==> config.mk <==
export PLATFORM = sky130hd
export DESIGN_NAME = pcs_receive_fsm_flat
export DESIGN_NICKNAME = d
export VERILOG_FILES = /design/src/rtl/pcs_receive_fsm_if.sv /design/src/rtl/pcs_receive_fsm.sv /design/src/flat_wrapper.sv
export SDC_FILE = /design/constraint.sdc
export NUM_CORES = 1
export LEC_CHECK = 0
export CORE_MARGIN = 1
export CORE_UTILIZATION = 45
export CTS_BUF_LIST = sky130_fd_sc_hd__clkbuf_2 sky130_fd_sc_hd__clkbuf_4 sky130_fd_sc_hd__clkbuf_8
export DETAILED_ROUTE_END_ITERATION = 6
export PLACE_DENSITY = 0.86
export SLEW_MARGIN = 20
export SYNTH_ARGS = -nofsm -noshare
export SYNTH_HDL_FRONTEND = slang
export SYNTH_SLANG_ARGS = --single-unit
==> constraint.sdc <==
create_clock -name GTX_CLK -period 2 [get_ports GTX_CLK]
set_input_delay 0.2 -clock GTX_CLK [delete_from_list [all_inputs] [get_ports GTX_CLK]]
set_output_delay 0.2 -clock GTX_CLK [all_outputs]
set_load 0.02 [all_outputs]
==> src/rtl/pcs_receive_fsm_if.sv <==
// Code-group input and GMII receive output bundle for the 1000BASE-X PCS receive FSM.
// master = decode stage / observer side, slave = receive FSM.
interface pcs_receive_fsm_if #(
    parameter int unsigned CNT_W = 8
);
    logic             sync_status;
    logic [7:0]       rx_cg;
    logic             rx_cg_k;
    logic             rx_cg_err;
    logic [7:0]       RXD;
    logic             RX_DV;
    logic             RX_ER;
    logic             receiving;
    logic [CNT_W-1:0] pkt_count;
    logic [CNT_W-1:0] err_count;

    modport master (
        output sync_status, rx_cg, rx_cg_k, rx_cg_err,
        input  RXD, RX_DV, RX_ER, receiving, pkt_count, err_count
    );

    modport slave (
        input  sync_status, rx_cg, rx_cg_k, rx_cg_err,
        output RXD, RX_DV, RX_ER, receiving, pkt_count, err_count
    );
endinterface

==> src/rtl/pcs_receive_fsm.sv <==
// 1000BASE-X PCS receive state machine: decoded code-groups in, registered GMII RXD/RX_DV/RX_ER out,
// with saturating packet and error counters.
module pcs_receive_fsm #(
    parameter int unsigned CNT_W    = 8,
    parameter logic [7:0]  PREAMBLE = 8'h55
) (
    input logic              GTX_CLK,
    input logic              mr_main_reset,
    pcs_receive_fsm_if.slave rx
);
    typedef enum logic [2:0] {
        LINK_FAILED,
        WAIT_FOR_K,
        RX_K,
        IDLE_D,
        SOP,
        RECEIVE,
        EXTEND
    } state_t;

    localparam logic [7:0] CG_K28_5 = 8'hBC;
    localparam logic [7:0] CG_S     = 8'hFB;
    localparam logic [7:0] CG_T     = 8'hFD;
    localparam logic [7:0] CG_R     = 8'hF7;
    localparam logic [7:0] CG_D16_2 = 8'h50;
    localparam logic [7:0] CG_D5_6  = 8'hC5;
    localparam logic [7:0] CG_EXT   = 8'h0F;

    state_t           state_q, state_d;
    logic [7:0]       rxd_q, rxd_d;
    logic             rx_dv_q, rx_dv_d;
    logic             rx_er_q, rx_er_d;
    logic [CNT_W-1:0] pkt_count_q, pkt_count_d;
    logic [CNT_W-1:0] err_count_q, err_count_d;
    logic             pkt_inc, err_inc;

    logic is_k285, is_s, is_t, is_r, is_idle_d;

    // Decode ignores rx_cg_err; the state logic tests the error flag first.
    assign is_k285   = rx.rx_cg_k  && (rx.rx_cg == CG_K28_5);
    assign is_s      = rx.rx_cg_k  && (rx.rx_cg == CG_S);
    assign is_t      = rx.rx_cg_k  && (rx.rx_cg == CG_T);
    assign is_r      = rx.rx_cg_k  && (rx.rx_cg == CG_R);
    assign is_idle_d = !rx.rx_cg_k && ((rx.rx_cg == CG_D16_2) || (rx.rx_cg == CG_D5_6));

    always_comb begin
        state_d = state_q;
        rxd_d   = 8'h00;
        rx_dv_d = 1'b0;
        rx_er_d = 1'b0;
        pkt_inc = 1'b0;
        err_inc = 1'b0;

        if (!rx.sync_status) begin
            state_d = LINK_FAILED;
            // Losing sync mid-frame must be flagged so the MAC discards the frame.
            if (state_q == SOP || state_q == RECEIVE) begin
                rx_er_d = 1'b1;
                err_inc = 1'b1;
            end
        end else begin
            case (state_q)
                LINK_FAILED: state_d = WAIT_FOR_K;

                WAIT_FOR_K: begin
                    if (!rx.rx_cg_err && is_k285)
                        state_d = RX_K;
                end

                RX_K: begin
                    if (!rx.rx_cg_err && is_idle_d) begin
                        state_d = IDLE_D;
                    end else begin
                        state_d = WAIT_FOR_K;
                        err_inc = 1'b1;
                    end
                end

                IDLE_D: begin
                    if (rx.rx_cg_err) begin
                        state_d = WAIT_FOR_K;
                        err_inc = 1'b1;
                    end else if (is_k285) begin
                        state_d = RX_K;
                    end else if (is_s) begin
                        state_d = SOP;
                        rxd_d   = PREAMBLE;
                        rx_dv_d = 1'b1;
                    end else begin
                        state_d = WAIT_FOR_K;
                        err_inc = 1'b1;
                    end
                end

                // SOP only marks the preamble cycle; its code-group is data like RECEIVE.
                SOP, RECEIVE: begin
                    if (rx.rx_cg_err) begin
                        state_d = RECEIVE;
                        rxd_d   = rx.rx_cg;
                        rx_dv_d = 1'b1;
                        rx_er_d = 1'b1;
                        err_inc = 1'b1;
                    end else if (!rx.rx_cg_k) begin
                        state_d = RECEIVE;
                        rxd_d   = rx.rx_cg;
                        rx_dv_d = 1'b1;
                    end else if (is_t) begin
                        state_d = EXTEND;
                        pkt_inc = 1'b1;
                    end else if (is_k285) begin
                        state_d = RX_K;
                        rx_er_d = 1'b1;
                        err_inc = 1'b1;
                    end else begin
                        state_d = RECEIVE;
                        rxd_d   = rx.rx_cg;
                        rx_dv_d = 1'b1;
                        rx_er_d = 1'b1;
                        err_inc = 1'b1;
                    end
                end

                EXTEND: begin
                    if (!rx.rx_cg_err && is_r) begin
                        rxd_d   = CG_EXT;
                        rx_er_d = 1'b1;
                    end else if (!rx.rx_cg_err && is_k285) begin
                        state_d = RX_K;
                    end else begin
                        state_d = WAIT_FOR_K;
                        err_inc = 1'b1;
                    end
                end

                default: state_d = LINK_FAILED;
            endcase
        end

        pkt_count_d = (pkt_inc && (pkt_count_q != '1)) ? pkt_count_q + CNT_W'(1) : pkt_count_q;
        err_count_d = (err_inc && (err_count_q != '1)) ? err_count_q + CNT_W'(1) : err_count_q;
    end

    always_ff @(posedge GTX_CLK or posedge mr_main_reset) begin
        if (mr_main_reset) begin
            state_q     <= LINK_FAILED;
            rxd_q       <= 8'h00;
            rx_dv_q     <= 1'b0;
            rx_er_q     <= 1'b0;
            pkt_count_q <= '0;
            err_count_q <= '0;
        end else begin
            state_q     <= state_d;
            rxd_q       <= rxd_d;
            rx_dv_q     <= rx_dv_d;
            rx_er_q     <= rx_er_d;
            pkt_count_q <= pkt_count_d;
            err_count_q <= err_count_d;
        end
    end

    assign rx.RXD       = rxd_q;
    assign rx.RX_DV     = rx_dv_q;
    assign rx.RX_ER     = rx_er_q;
    assign rx.receiving = (state_q == SOP) || (state_q == RECEIVE) || (state_q == EXTEND);
    assign rx.pkt_count = pkt_count_q;
    assign rx.err_count = err_count_q;
endmodule

==> src/flat_wrapper.sv <==
// flat-port wrapper written by rule: the top's interface ports become plain ports
module pcs_receive_fsm_flat 
#(
    parameter int unsigned CNT_W    = 8,
    parameter logic [7:0]  PREAMBLE = 8'h55
)
  (GTX_CLK, mr_main_reset, rx_sync_status, rx_rx_cg, rx_rx_cg_k, rx_rx_cg_err, rx_RXD, rx_RX_DV, rx_RX_ER, rx_receiving, rx_pkt_count, rx_err_count);
  pcs_receive_fsm_if #(.CNT_W(CNT_W)) rx_i ();
  input logic GTX_CLK;
  input logic mr_main_reset;
  input wire logic [$bits(rx_i.sync_status)-1:0] rx_sync_status;
  input wire logic [$bits(rx_i.rx_cg)-1:0] rx_rx_cg;
  input wire logic [$bits(rx_i.rx_cg_k)-1:0] rx_rx_cg_k;
  input wire logic [$bits(rx_i.rx_cg_err)-1:0] rx_rx_cg_err;
  output wire logic [$bits(rx_i.RXD)-1:0] rx_RXD;
  output wire logic [$bits(rx_i.RX_DV)-1:0] rx_RX_DV;
  output wire logic [$bits(rx_i.RX_ER)-1:0] rx_RX_ER;
  output wire logic [$bits(rx_i.receiving)-1:0] rx_receiving;
  output wire logic [$bits(rx_i.pkt_count)-1:0] rx_pkt_count;
  output wire logic [$bits(rx_i.err_count)-1:0] rx_err_count;
  assign rx_i.sync_status = rx_sync_status;
  assign rx_i.rx_cg = rx_rx_cg;
  assign rx_i.rx_cg_k = rx_rx_cg_k;
  assign rx_i.rx_cg_err = rx_rx_cg_err;
  assign rx_RXD = rx_i.RXD;
  assign rx_RX_DV = rx_i.RX_DV;
  assign rx_RX_ER = rx_i.RX_ER;
  assign rx_receiving = rx_i.receiving;
  assign rx_pkt_count = rx_i.pkt_count;
  assign rx_err_count = rx_i.err_count;
  pcs_receive_fsm #(.CNT_W(CNT_W), .PREAMBLE(PREAMBLE)) u_core (.GTX_CLK(GTX_CLK), .mr_main_reset(mr_main_reset), .rx(rx_i));
endmodule
Yosys cells after proc, flatten, opt, wreduce, memory -nomap -nowiden
Cells that the tools add are included.
{"block": "word_totals", "register_bits": 29, "inputBits": 13, "wordCells": 94, "out_inout_bits": 27}
{"block": "op_classes", "n_mux": 52, "addsub": 2, "reduce_logical": 18, "n_eq_ne": 16}
{"op": "two-way mux 8 bit", "count": 7}
{"op": "equality test 8 bit (second input constant)", "count": 5}
{"op": "two-way mux 3 bit", "count": 10}
{"op": "two-way mux 1 bit", "count": 26}
{"op": "case mux 8 bit (3 select lines)", "count": 1}
{"op": "case mux 3 bit (6 select lines)", "count": 1}
{"op": "adder 8 x 1 -> 8 bit (second input constant)", "count": 2}
{"op": "inequality test 8 bit (second input constant)", "count": 2}
{"op": "logical AND 1 bit", "count": 10}
{"op": "equality test 3 bit (second input constant)", "count": 3}
{"op": "equality test 8 x 7 -> 1 bit (second input constant)", "count": 1}
{"op": "two-way mux 7 bit", "count": 1}
{"op": "equality test 3 x 2 -> 1 bit (second input constant)", "count": 2}
{"op": "two-way mux 2 bit", "count": 2}
{"op": "two-way mux 4 bit", "count": 1}
{"op": "case mux 1 bit (2 select lines)", "count": 2}
{"op": "case mux 1 bit (4 select lines)", "count": 1}
{"op": "equality test 3 x 1 -> 1 bit (second input constant)", "count": 1}
{"op": "zero test 3 bit", "count": 1}
{"op": "logical OR 1 bit", "count": 3}
{"op": "inequality test 3 x 2 -> 1 bit (second input constant)", "count": 1}
{"op": "inequality test 3 bit (second input constant)", "count": 1}
{"op": "zero test 1 bit", "count": 2}
{"op": "AND reduction 2 bit", "count": 1}
{"op": "OR reduction 2 bit", "count": 1}

Logic depth before layout (Yosys ltp)
Gate-level depths: netlist (run 1).
{"block": "logic_depth", "ltp_word": 8, "mapped_depth": 7, "mapped_depth_nobuf": 6}

Worst setup path before layout (run 1)
OpenSTA, ideal clock, no wires.
{"block": "synth_timing", "path_kind": "in2reg", "start": "input port rx_rx_cg_err", "end": "register u_core.err_count_q[1], in the netlist u_core.rx.err_count[1]", "n_path_buf": 0, "arrival_time_ps": 2002, "setup_ps": 128, "stages": 6, "setup_slack_ps": -130, "required_ps": 1872, "path_cell_list": "and4bb_1 > or4b_1 > and2_1 > a311oi_4 > or3_2 > mux2_1"}
{"block": "synth_via", "elab_chain_len": 7, "word_cells_on_any_way": 12, "cone_classes": "mux (7); reduce/logical (5)"}
{"item": "start, declared", "line": "flat_wrapper.sv:14", "text": "input wire logic [$bits(rx_i.rx_cg_err)-1:0] rx_rx_cg_err;"}
{"item": "zero test 1 bit", "line": "pcs_receive_fsm.sv:71, pcs_receive_fsm.sv:124, pcs_receive_fsm.sv:127"}
{"item": "logical AND 1 bit", "line": "pcs_receive_fsm.sv:127", "text": "end else if (!rx.rx_cg_err && is_k285) begin"}
{"item": "two-way mux 1 bit", "line": "pcs_receive_fsm.sv:127"}
{"item": "two-way mux 1 bit", "line": "pcs_receive_fsm.sv:124", "text": "if (!rx.rx_cg_err && is_r) begin"}
{"item": "case mux 1 bit (4 select lines) (*)", "line": "pcs_receive_fsm.sv:62", "text": "case (state_q)"}
{"item": "two-way mux 1 bit (*)", "line": "pcs_receive_fsm.sv:54", "text": "if (!rx.sync_status) begin"}
{"item": "logical AND 1 bit (*)", "line": "pcs_receive_fsm.sv:140", "text": "err_count_d = (err_inc && (err_count_q != '1)) ? err_count_q + CNT_W'(1) : err_count_q;"}
{"item": "end signal, assigned", "line": "pcs_receive_fsm.sv:157", "text": "err_count_q <= err_count_d;"}
{"item": "end, declared", "line": "pcs_receive_fsm.sv:34", "text": "logic [CNT_W-1:0] err_count_q, err_count_d;"}
Every way passes the cells marked *; elsewhere a longest branch is shown, timed or not.
A chain may end at the register's enable or synchronous reset.

Worst setup path after layout (run 1)
{"block": "layout_timing", "start": "input port rx_rx_cg[0]", "end": "register u_core.err_count_q[1], in the netlist u_core.rx.err_count[1]"}
{"block": "layout_via", "elab_chain_len": 8, "word_cells_on_any_way": 27, "cone_classes": "eq/ne (6); mux (11); reduce/logical (10)"}
{"item": "start, declared", "line": "flat_wrapper.sv:12", "text": "input wire logic [$bits(rx_i.rx_cg)-1:0] rx_rx_cg;"}
{"item": "equality test 8 bit (tied with other cells)", "line": "pcs_receive_fsm.sv:42", "text": "assign is_t = rx.rx_cg_k && (rx.rx_cg == CG_T);"}
{"item": "logical AND 1 bit (tied with other cells)", "line": "pcs_receive_fsm.sv:42"}
{"item": "two-way mux 1 bit (tied with other cells)", "line": "pcs_receive_fsm.sv:107", "text": "end else if (is_t) begin"}
{"item": "two-way mux 1 bit (tied with other cells)", "line": "pcs_receive_fsm.sv:103", "text": "end else if (!rx.rx_cg_k) begin"}
{"item": "two-way mux 1 bit (on tied branches)"}
{"item": "case mux 1 bit (4 select lines) (*)", "line": "pcs_receive_fsm.sv:62"}
{"item": "two-way mux 1 bit (*)", "line": "pcs_receive_fsm.sv:54"}
{"item": "logical AND 1 bit (*)", "line": "pcs_receive_fsm.sv:140"}
Marked as above.

==> results_dict.tcl, run 1 <==
set metrics [dict create \
    io_buffer_count 39 \
    die_w_microns 61.2 \
    syn_area_sq_um 1580 \
    drt-wirelength-per-cell_microns 14.0 \
    synth_cell_types 40 \
    crit_fanout 3 \
    grt_pass1_vias 1377 \
    clock-sinks 29 \
    gp_routability_congestion 0.924 \
    syn_area_per_cell_sq_um 9.63 \
    synthMuxAreaShare_pct 2.06 \
    synthSimpleGateAreaFrac_pct 29.5 \
    tritoncts "yes" \
    required_ps 2210 \
    p_comb_share_pct 30.2 \
    drt_iter0_markers 100 \
    fmax_mhz 509 \
    drive_above_1_share_pct 22.7 \
    synth_top_family_by_area "simple AND/OR/NAND/NOR gates" \
    grt_max_degree 30 \
    outcome "completed" \
    drt-vias-per-instance 5.38 \
    nNetsFinal 252 \
    netSwitchingPower_mw 0.466 \
    min-delay-path-class "primary input to flop" \
    placedCellCount 275 \
    yosys.area_share.adder_pct 1.58 \
    yosysWarnings 0 \
    syn_to_final_growth_pct 47.3 \
    synth_ff_type "dfrtp_1" \
    setup_violations 0 \
    antenna_cells 0 \
    ys_seq_area_share_pct 46.0 \
    place_hpwl_microns 3030 \
    drv_slew 0 \
    endpoint_kind "flop" \
    internal-power_mw 0.984 \
    startpoint_type "primary input" \
    hold_viol_final 0 \
    cp.arrival_ps 2180 \
    num_rows 21 \
    setup_ws_ps 34.7 \
    pin_count 40 \
    grt_pass1_wl_microns 6420 \
    clock_skew_ps 5.30 \
    clkTransAtPathRegs_ps 90 \
    switching_share_pct 32.2 \
    wl_microns 3970 \
    overflow 0 \
    fillers 263 \
    fin_cells 284 \
    clkPwrFrac_pct 23.6 \
    drt_drc_violations_left 0 \
    finalCritPeriodShare_pct 98.3 \
    core-area_sq_um 3340 \
    tightest_slew_ps 396 \
    start_util_pct 47.3 \
    layout_min_cycle_time_ps 1970 \
    synth_edf_count 0 \
    cap_viol_max_count 0 \
    track_usage_pct 24.0 \
    synth_compound_area_share_pct 10.5 \
    slew_headroom_pct 73.4 \
    ir_drop_mv 0.347 \
    htree_levels 2 \
    clockRootBuffer "clkbuf_4" \
    ant_nets 0 \
    worstSetupPathType "primary input to flop" \
    cts_buffers 5 \
    antenna_found_initial 0 \
    dr.pass1.iters 4 \
    syn_inst 164 \
    seqPwrFrac_pct 46.2 \
    place_worst_setup_slack_ps -595 \
    p_leak_nw 1.06 \
    async_flop_share_pct 100 \
    die_area_sq_um 3750 \
    vias 1527 \
    seqCellArea_sq_um 726 \
    clock_path_buffers 2 \
    synthXorXnorAreaFrac_pct 8.32 \
    die_h_microns 61.2 \
    p_total_mw 1.45 \
    powerDensity_nw_per_um2 624 \
    setup_tns_ps 0 \
    synth_seq_cells 29 \
    syn_nets 179 \
    clock_latency_ps 320 \
    multi_input_area_sq_um 861 \
]
## power groups by stage
stage	combinational (mW)	clock (mW)	sequential (mW)
floorplan	0.216	0	0.684
global placement	0.411	0	0.677
detailed placement	0.424	0	0.680
CTS	0.426	0.350	0.669
global route	0.476	0.381	0.676
finish	0.437	0.343	0.671
## worst max-delay path, cell delays in order
cell and delay [ps]:
dlygate4sd2_1 270, or4b_1 560, a211oi_2 300, nor3b_2 100
a311oi_4 280, or3_4 170, mux2_1 300
## per-layer routing
metal,wire length [microns],part of all wire [%],track usage (%)
met2,1930,49,39.3
met3,199,5.0,6.09
met1,1770,45,30.4
met5,0,0,0
met4,72,1.8,9.74
## cells by family after synthesis
family                     Yosys count
buffers and inverters                9
xor gates and xnor gates            15
and+or+nand+nor                     83
muxes                                3
adders and majority gates            2
AOI/OAI and AO/OA                   23
DFF                                 29
## layout make-up
cell class	count	share of cell area, %
Inverter	5	0.807
Timing Repair Buffer	70	26.1
Clock buffer	6	1.94
Multi-Input combinational cell	126	37.0
Clock inverter	2	0.430
Sequential cell	29	31.2
Tap cell	46	2.47
## worst paths after layout
| kind | start | endpoint | slack, ps | cells past startpoint |
|---|---|---|---|---|
| max reg2reg | u_core.state_q[2] | u_core.rx.err_count[1] | 80 | 6 |
| min | rx_rx_cg[5] | u_core.rx.RXD[5] | 150 | 2 |
| max | rx_rx_cg[0] | u_core.rx.err_count[1] | 30 | 7 |
| min reg2reg | u_core.rx.pkt_count[6] | u_core.rx.pkt_count[6] | 490 | 1 |
| max in group asynchronous | mr_main_reset | u_core.rx.RXD[2] | 1490 | 3 |
| min in group asynchronous | mr_main_reset | u_core.rx.pkt_count[5] | 250 | 3 |
## sequential cells by signal (all words and copies together), names as in the netlist
register             flops
u_core.rx.RX_ER          1
u_core.rx.err_count      8
u_core.rx.RX_DV          1
u_core.state_q           3
u_core.rx.pkt_count      8
u_core.rx.RXD            8
## placed cells by master (no fill, tap or decap), types with 7 or more instances in the layout
cell type / n
nand3_1: 7
xor2_1: 10
clkdlybuf4s50_1: 28
nand2_1: 18
dfrtp_1: 29
dlygate4sd2_1: 7
nor2_1: 12
a21oi_1: 8
buf_4: 30
## repair_timing
action	CTS	global route
gates resized for setup	14	12
setup endpoints to repair	17	13
endpoints found under the hold margin	0	0
hold buffers	0	0
pin swaps	4	1
setup buffers	0	1
## cell usage after synthesis (all sizes together), types with 3 or more instances
cell type,n,area (sq um)
a21oi,8,40.0
and2,7,43.8
clkbuf,3,11.3
dfrtp,29,726
inv,5,18.8
nand2,18,67.6
nand2b,6,37.5
nand3,7,35.0
nand4,5,31.3
nor2,12,45.0
nor2b,3,18.8
nor3,4,20.0
nor4,6,37.5
o21ai,7,35.0
or4b,3,33.8
xnor2,5,43.8
xor2,10,87.6
## stage by stage
stage	hold WS [ps]	util, %	area [sq um]
after global placement	484	67.2	2240
after global routing	146	69.7	2330
after floorplan	278	-	1580
final	150	69.7	2330
after detailed placement	480	67.2	2240
after CTS	257	68.7	2290
Note: power is estimated with default switching activity, not from simulation.
==> run 2, diff against run 1 <==
--- a/config.mk
+++ b/config.mk
@@ -5,7 +5,6 @@
 export SDC_FILE = /design/constraint.sdc
 export NUM_CORES = 1
 export LEC_CHECK = 0
-export CORE_MARGIN = 1
 export CORE_UTILIZATION = 45
 export CTS_BUF_LIST = sky130_fd_sc_hd__clkbuf_2 sky130_fd_sc_hd__clkbuf_4 sky130_fd_sc_hd__clkbuf_8
 export DETAILED_ROUTE_END_ITERATION = 6
==> results of run 2 <==
No change in the layout: final DEF, timing and power equal those of run 1.
